`config.mk`:
```
export PLATFORM = sky130hd
export DESIGN_NAME = trivium_stream_core_flat
export DESIGN_NICKNAME = d
export VERILOG_FILES = /design/src/rtl/trivium_stream_if.sv /design/src/rtl/trivium_stream_core.sv /design/src/flat_wrapper.sv
export SDC_FILE = /design/constraint.sdc
export NUM_CORES = 1
export LEC_CHECK = 0
export ABC_AREA = 1
export CAP_MARGIN = 40
export CORE_MARGIN = 3
export CORE_UTILIZATION = 60
export DETAILED_ROUTE_END_ITERATION = 8
export GPL_TIMING_DRIVEN = 0
export PLACE_DENSITY = 0.78
export SLEW_MARGIN = 30
export SYNTH_ARGS = -nofsm -noshare
export SYNTH_HDL_FRONTEND = slang
export SYNTH_SLANG_ARGS = --single-unit
export TNS_END_PERCENT = 100
```
`constraint.sdc`:
```
create_clock -name clk -period 3.25 [get_ports clk]
set_input_delay 0.65 -clock clk [delete_from_list [all_inputs] [get_ports clk]]
set_output_delay 0.65 -clock clk [all_outputs]
set_load 0.02 [all_outputs]
```
`src/rtl/trivium_stream_if.sv`:
```
// Config, control and data handshake bundle for trivium_stream_core.
interface trivium_stream_if #(
    parameter int unsigned W       = 8,
    parameter int unsigned LIMIT_W = 32
);
    logic               cfg_valid;
    logic               cfg_sel;
    logic [7:0]         cfg_data;
    logic               cfg_ready;
    logic               start;
    logic               abort;
    logic               din_valid;
    logic [W-1:0]       din;
    logic               din_ready;
    logic               dout_valid;
    logic [W-1:0]       dout;
    logic               dout_ready;
    logic [4:0]         status;
    logic [LIMIT_W-1:0] word_cnt;

    modport master (
        output cfg_valid, cfg_sel, cfg_data, start, abort, din_valid, din, dout_ready,
        input  cfg_ready, din_ready, dout_valid, dout, status, word_cnt
    );

    modport slave (
        input  cfg_valid, cfg_sel, cfg_data, start, abort, din_valid, din, dout_ready,
        output cfg_ready, din_ready, dout_valid, dout, status, word_cnt
    );
endinterface

```
`src/rtl/trivium_stream_core.sv`:
```
// Trivium keystream engine and stream encryptor: byte-loaded key/IV, W cipher
// steps per clock, valid/ready data path and a per-key/IV output word limit.
module trivium_stream_core #(
    parameter int unsigned     W          = 8,
    parameter int unsigned     INIT_STEPS = 1152,
    parameter int unsigned     LIMIT_W    = 32,
    parameter longint unsigned MAX_WORDS  = 64'd4294967295
) (
    input  logic            clk,
    input  logic            rst,
    trivium_stream_if.slave bus
);
    localparam int unsigned        INIT_CYC   = INIT_STEPS / W;
    localparam int unsigned        STEP_W     = $clog2(INIT_CYC + 1);
    localparam logic [LIMIT_W-1:0] MAX_CNT    = LIMIT_W'(MAX_WORDS);
    localparam logic [3:0]         BYTES_FULL = 4'd10;

    localparam logic [1:0] ST_IDLE  = 2'd0;
    localparam logic [1:0] ST_INIT  = 2'd1;
    localparam logic [1:0] ST_RUN   = 2'd2;
    localparam logic [1:0] ST_LIMIT = 2'd3;

    logic [1:0]         state_q, state_d;
    logic [287:0]       s_q, s_d;
    logic [79:0]        key_q, key_d, iv_q, iv_d;
    logic [3:0]         key_cnt_q, key_cnt_d, iv_cnt_q, iv_cnt_d;
    logic               key_ok_q, key_ok_d, iv_ok_q, iv_ok_d;
    logic [STEP_W-1:0]  step_q, step_d;
    logic [LIMIT_W-1:0] word_cnt_q, word_cnt_d;
    logic [W-1:0]       dout_q, dout_d;
    logic               dout_valid_q, dout_valid_d;
    logic               cfg_err_q, cfg_err_d;

    logic               cfg_open_c, cfg_fire_c, din_ready_c, din_fire_c, dout_fire_c;
    logic [287:0]       s_adv_c, seed_c;
    logic [W-1:0]       ks_c;
    logic               t1_c, t2_c, t3_c;

    assign cfg_open_c  = (state_q == ST_IDLE) || (state_q == ST_LIMIT);
    assign cfg_fire_c  = bus.cfg_valid && cfg_open_c;
    assign din_ready_c = (state_q == ST_RUN) && (!dout_valid_q || bus.dout_ready);
    assign din_fire_c  = bus.din_valid && din_ready_c;
    assign dout_fire_c = dout_valid_q && bus.dout_ready;

    // W Trivium steps; s_q[i-1] holds s(i), earliest keystream bit lands in ks_c[W-1]
    always_comb begin
        s_adv_c = s_q;
        ks_c    = '0;
        t1_c    = 1'b0;
        t2_c    = 1'b0;
        t3_c    = 1'b0;
        for (int k = 0; k < W; k++) begin
            t1_c = s_adv_c[65] ^ s_adv_c[92];
            t2_c = s_adv_c[161] ^ s_adv_c[176];
            t3_c = s_adv_c[242] ^ s_adv_c[287];
            ks_c[W-1-k] = t1_c ^ t2_c ^ t3_c;
            t1_c = t1_c ^ (s_adv_c[90] & s_adv_c[91]) ^ s_adv_c[170];
            t2_c = t2_c ^ (s_adv_c[174] & s_adv_c[175]) ^ s_adv_c[263];
            t3_c = t3_c ^ (s_adv_c[285] & s_adv_c[286]) ^ s_adv_c[68];
            s_adv_c = {s_adv_c[286:177], t2_c, s_adv_c[175:93], t1_c, s_adv_c[91:0], t3_c};
        end
    end

    // Initial state: key_q/iv_q hold K1/IV1 in bit 79
    always_comb begin
        seed_c = '0;
        for (int i = 0; i < 80; i++) begin
            seed_c[i]      = key_q[79-i];
            seed_c[93 + i] = iv_q[79-i];
        end
        seed_c[287:285] = 3'b111;
    end

    always_comb begin
        state_d      = state_q;
        s_d          = s_q;
        key_d        = key_q;
        iv_d         = iv_q;
        key_cnt_d    = key_cnt_q;
        iv_cnt_d     = iv_cnt_q;
        key_ok_d     = key_ok_q;
        iv_ok_d      = iv_ok_q;
        step_d       = step_q;
        word_cnt_d   = word_cnt_q;
        dout_d       = dout_q;
        dout_valid_d = dout_valid_q;
        cfg_err_d    = cfg_err_q;

        if (cfg_fire_c) begin
            if (bus.cfg_sel) begin
                iv_d = {iv_q[71:0], bus.cfg_data};
                if (iv_cnt_q != BYTES_FULL) iv_cnt_d = iv_cnt_q + 4'd1;
                if (iv_cnt_q >= BYTES_FULL - 4'd1) iv_ok_d = 1'b1;
            end else begin
                key_d = {key_q[71:0], bus.cfg_data};
                if (key_cnt_q != BYTES_FULL) key_cnt_d = key_cnt_q + 4'd1;
                if (key_cnt_q >= BYTES_FULL - 4'd1) key_ok_d = 1'b1;
            end
        end

        if (dout_fire_c) dout_valid_d = 1'b0;

        if (bus.abort) begin
            state_d      = ST_IDLE;
            s_d          = '0;
            dout_valid_d = 1'b0;
            word_cnt_d   = '0;
            step_d       = '0;
        end else begin
            case (state_q)
                ST_IDLE, ST_LIMIT: begin
                    if (bus.start) begin
                        if (key_ok_q && iv_ok_q) begin
                            s_d        = seed_c;
                            word_cnt_d = '0;
                            cfg_err_d  = 1'b0;
                            step_d     = '0;
                            state_d    = ST_INIT;
                        end else begin
                            cfg_err_d = 1'b1;
                        end
                    end
                end
                ST_INIT: begin
                    s_d    = s_adv_c;
                    step_d = step_q + STEP_W'(1);
                    if (step_q == STEP_W'(INIT_CYC - 1)) state_d = ST_RUN;
                end
                ST_RUN: begin
                    if (din_fire_c) begin
                        s_d          = s_adv_c;
                        dout_d       = bus.din ^ ks_c;
                        dout_valid_d = 1'b1;
                        word_cnt_d   = word_cnt_q + LIMIT_W'(1);
                        if (word_cnt_q + LIMIT_W'(1) == MAX_CNT) state_d = ST_LIMIT;
                    end
                end
                default: state_d = ST_IDLE;
            endcase
        end
    end

    always_ff @(posedge clk or negedge rst) begin
        if (!rst) begin
            state_q      <= ST_IDLE;
            s_q          <= '0;
            key_q        <= '0;
            iv_q         <= '0;
            key_cnt_q    <= '0;
            iv_cnt_q     <= '0;
            key_ok_q     <= 1'b0;
            iv_ok_q      <= 1'b0;
            step_q       <= '0;
            word_cnt_q   <= '0;
            dout_q       <= '0;
            dout_valid_q <= 1'b0;
            cfg_err_q    <= 1'b0;
        end else begin
            state_q      <= state_d;
            s_q          <= s_d;
            key_q        <= key_d;
            iv_q         <= iv_d;
            key_cnt_q    <= key_cnt_d;
            iv_cnt_q     <= iv_cnt_d;
            key_ok_q     <= key_ok_d;
            iv_ok_q      <= iv_ok_d;
            step_q       <= step_d;
            word_cnt_q   <= word_cnt_d;
            dout_q       <= dout_d;
            dout_valid_q <= dout_valid_d;
            cfg_err_q    <= cfg_err_d;
        end
    end

    assign bus.cfg_ready  = cfg_open_c;
    assign bus.din_ready  = din_ready_c;
    assign bus.dout_valid = dout_valid_q;
    assign bus.dout       = dout_q;
    assign bus.word_cnt   = word_cnt_q;
    assign bus.status     = {state_q == ST_LIMIT, cfg_err_q, state_q == ST_RUN,
                             state_q == ST_INIT, state_q == ST_IDLE};
endmodule

```
`src/flat_wrapper.sv`:
```
// flat-port wrapper written by rule: the top's interface ports become plain ports
module trivium_stream_core_flat 
#(
    parameter int unsigned     W          = 8,
    parameter int unsigned     INIT_STEPS = 1152,
    parameter int unsigned     LIMIT_W    = 32,
    parameter longint unsigned MAX_WORDS  = 64'd4294967295
)
  (clk, rst, bus_cfg_valid, bus_cfg_sel, bus_cfg_data, bus_start, bus_abort, bus_din_valid, bus_din, bus_dout_ready, bus_cfg_ready, bus_din_ready, bus_dout_valid, bus_dout, bus_status, bus_word_cnt);
  trivium_stream_if #(.W(W), .LIMIT_W(LIMIT_W)) bus_i ();
  input  logic clk;
  input  logic rst;
  input wire logic [$bits(bus_i.cfg_valid)-1:0] bus_cfg_valid;
  input wire logic [$bits(bus_i.cfg_sel)-1:0] bus_cfg_sel;
  input wire logic [$bits(bus_i.cfg_data)-1:0] bus_cfg_data;
  input wire logic [$bits(bus_i.start)-1:0] bus_start;
  input wire logic [$bits(bus_i.abort)-1:0] bus_abort;
  input wire logic [$bits(bus_i.din_valid)-1:0] bus_din_valid;
  input wire logic [$bits(bus_i.din)-1:0] bus_din;
  input wire logic [$bits(bus_i.dout_ready)-1:0] bus_dout_ready;
  output wire logic [$bits(bus_i.cfg_ready)-1:0] bus_cfg_ready;
  output wire logic [$bits(bus_i.din_ready)-1:0] bus_din_ready;
  output wire logic [$bits(bus_i.dout_valid)-1:0] bus_dout_valid;
  output wire logic [$bits(bus_i.dout)-1:0] bus_dout;
  output wire logic [$bits(bus_i.status)-1:0] bus_status;
  output wire logic [$bits(bus_i.word_cnt)-1:0] bus_word_cnt;
  assign bus_i.cfg_valid = bus_cfg_valid;
  assign bus_i.cfg_sel = bus_cfg_sel;
  assign bus_i.cfg_data = bus_cfg_data;
  assign bus_i.start = bus_start;
  assign bus_i.abort = bus_abort;
  assign bus_i.din_valid = bus_din_valid;
  assign bus_i.din = bus_din;
  assign bus_i.dout_ready = bus_dout_ready;
  assign bus_cfg_ready = bus_i.cfg_ready;
  assign bus_din_ready = bus_i.din_ready;
  assign bus_dout_valid = bus_i.dout_valid;
  assign bus_dout = bus_i.dout;
  assign bus_status = bus_i.status;
  assign bus_word_cnt = bus_i.word_cnt;
  trivium_stream_core #(.W(W), .INIT_STEPS(INIT_STEPS), .LIMIT_W(LIMIT_W), .MAX_WORDS(MAX_WORDS)) u_core (.clk(clk), .rst(rst), .bus(bus_i));
endmodule
```
==> run_results.csv <==
group,metric,value,unit
grt,grt_max_degree,92,
timing,finalSetupViolations,0,
min_path,min_path_cells,1,
synth,yosys.area_share.xor_xnor,3.48,%
floorplan,fp-row-count,70,
floorplan,initial_core_util,61.4,%
timing,hold_viol_final,0,
synth,synth_area,22700,µm²
place,dpl.hpwl,41.1,mm
power,ir_drop,0.449,mV
synth,synth-seq-cells,510,
route,drc,0,
worst_setup_path,crit_start,"u_core.state_q[0]",
floorplan,core,37000,µm²
worst_setup_path,cp.arrival,3.53,ns
worst_setup_path,startpoint_type,"flop",
route,num_vias,18800,
final_layout,final_cell_mix,"nand2_1 (549), dfrtp_1 (510), inv_1 (461)",
synth,synth_warnings,0,
power,fin_total_pwr,22200,µW
worst_setup_path,r2r_start,"u_core.state_q[0]",
synth,synth-compound-area-share,17.0,%
grt,first_global_vias,18600,
timing,slew_headroom,50.8,%
route,ant_nets,0,
timing,report.final.slew_viol_count,0,
clocking,cts_buffers,51,
route,dr.first_iter.drc_count,1702,
clocking,htreeDepth,2,
clocking,cts.sinks,510,
worst_setup_path,cp.required,3.76,ns
timing,final.setup_skew,0.0224,ns
timing,max_freq,331,MHz
clocking,postCtsSetupBuffers,0,
final_layout,areaGrowthSynthToFinish,14.1,%
route,routed_wl,58.3,mm
synth,synth-adder-area-share,0.827,%
worst_setup_path,worst-r2r-cell-count,11,
place,place_congestion,0.962,
final_layout,nets,2773,
final_layout,fill_cells,2887,
job,cap_violations,0,
floorplan,die_x,200,µm
final_layout,drive_above_1_share,4.91,%
synth,synth_top_family_by_area,"compound AO/OA/AOI/OAI gates",
route,first_pass_iters,6,
clocking,clk_root_buffer_cell,"clkbuf_16",
floorplan,fp.dieH,200,µm
synth,postSynthNetCount,2643,
synth,synthSimpleGateAreaFrac,12.2,%
clocking,clkTransAtPathRegs,0.06,ns
min_path,hold_start,"u_core.iv_ok_q",
status,status,"complete, no violations",
power,power_density,857,nW/µm²
grt,grt_usage,29.0,%
final_layout,antenna-diode-count,0,
clocking,clk_latency,0.60,ns
final_layout,final_common_cell,"nand2_1",
clocking,cts_tree,"built",
route,wl_per_cell,17.8,µm
place,place_ws,-0.127,ns
worst_setup_path,crit_fanout,13,
floorplan,num_io_pins,72,
synth,yosysSeqAreaShare,56.3,%
clocking,cts_buffer_depth,3,
worst_setup_path,crit_type,"flop to flop",
grt,grt_first_pass_wirelength,95.8,mm
power,leakage,0.0111,µW
synth,synthMuxAreaShare,0,%
worst_setup_path,cp-end-kind,"flop",
timing,period_minus_slack,3.02,ns
min_path,hold_class,"flop to flop",
synth,ys_types,34,
grt,antenna_found_initial,0,
route,via_per_inst,5.73,
synth,synthCells,2604,
timing,fin_ws,0.226,ns
timing,tightestPinTransition,0.738,ns
floorplan,dieArea,40200,µm²
grt,grt_overflow_total,0,
synth,synth.avg_cell_area,8.71,µm²
timing,grt_setup_unrepaired,"no",
timing,finalCritPeriodShare,93.1,%
place,io_buffers,71,
## cell usage after synthesis
cell type    n  area share, %
o21ai_1      2          0.044
a31o_2       2          0.077
o22ai_1    248            6.8
nand3_2      1          0.044
nor3_1       5           0.11
a22oi_1     12           0.40
clkinv_1     1          0.017
buf_2       27           0.60
nor4_1       2          0.055
o32ai_1     12           0.46
o2111ai_1    4           0.15
nand2_1    549            9.1
o21ai_0    369            8.1
a22o_1       1          0.039
dfrtp_1    510             56
nand4_1      3          0.083
inv_1      461            7.6
inv_2        4          0.066
buf_4        1          0.033
and2_1       1          0.028
o31ai_1      4           0.13
nand2_2      5           0.14
nor2_4       7           0.35
o21a_1       6           0.20
a21oi_1     23           0.51
clkbuf_1    98            1.6
ha_1        15           0.83
xor2_1      55            2.1
xnor2_1     35            1.4
nor2_1      87            1.4
o21bai_1     1          0.033
buf_1       12           0.20
nand3_1     39           0.86
nor2_2       2          0.055
## layout make-up
class	count	area, µm²	share of cell area [%]
inverter	466	1750	6.76
multi-input combinational	1490	7620	29.5
timing repair buffer	78	890	3.44
tap	504	631	2.44
clock buffer	74	1470	5.69
buffer	137	554	2.14
clock inverter	15	194	0.750
sequential	510	12800	49.3
## final timing paths
path,endpoint,slack [ns]
max,u_core.s_q[75],0.23
min,u_core.iv_ok_q,0.47
max reg2reg,u_core.s_q[75],0.23
min reg2reg,u_core.iv_ok_q,0.47
max in group asynchronous,u_core.s_q[145],1.33
min in group asynchronous,u_core.s_q[39],0.50
## where the power goes
group / internal, µW / total (µW) / switching [µW] / leakage [µW]
Sequential: 8060 / 8990 / 935 / 0.00689
Clock: 3450 / 5920 / 2470 / 0.000828
Combinational: 2190 / 7260 / 5080 / 0.00342
## flip-flops by register name, summed over array words and instances, names as in the netlist
| signal | flops |
|---|---|
| u_core.bus.word_cnt | 32 |
| u_core.key_cnt_q | 4 |
| u_core.key_ok_q | 1 |
| u_core.bus.dout | 8 |
| u_core.iv_ok_q | 1 |
| u_core.step_q | 8 |
| u_core.s_q | 288 |
| u_core.cfg_err_q | 1 |
| u_core.iv_q | 80 |
| u_core.key_q | 80 |
| u_core.state_q | 2 |
| u_core.bus.dout_valid | 1 |
| u_core.iv_cnt_q | 4 |
## stage by stage
| stage | setup TNS (ns) | cells | utilization, % | hold slack (ns) | area [µm²] |
|---|---|---|---|---|---|
| global route | 0 | 3274 | 70.0 | 0.496 | 25900 |
| CTS | 0 | 3274 | 70.0 | 0.476 | 25900 |
| detailed placement | -7.16 | 3185 | 65.5 | 0.457 | 24200 |
| finish | 0 | 3274 | 70.0 | 0.471 | 25900 |
| global placement | - | 3179 | 65.0 | 0.454 | 24000 |
| floorplan | 0 | 2604 | - | 0.354 | 22700 |
## critical path, cell delays in order, from the launching register on
cell and delay (ns):
dfrtp_1 0.40, inv_1 0.08, ha_1 0.32, buf_2 0.29, inv_2 0.19, nor2_2 0.36, inv_2 0.22, clkbuf_2 0.32
clkbuf_1 0.32, o22ai_1 0.25, nand2_1 0.09, o21ai_0 0.09
## metal layers
metal	routed length (µm)	global-route usage (%)
met1	24300	39.9
met3	4050	4.36
met5	0	0
met2	27600	47.1
met4	2360	11.6
## timing repair
item,in CTS,in global routing
hold buffers,1,0
setup endpoints to repair,1,138
hold endpoints to repair,28,0
gates resized for setup,1,5
## cell families (layout without fill, tap and decap cells)
kind of cell | count (synthesis) | in the layout
compound gates | 684 | 684
xor+xnor | 90 | 90
fa+ha+maj | 15 | 15
buf+inv | 604 | 770
flops | 510 | 510
simple gates | 701 | 701
Note: power is estimated with default switching activity, not from simulation.
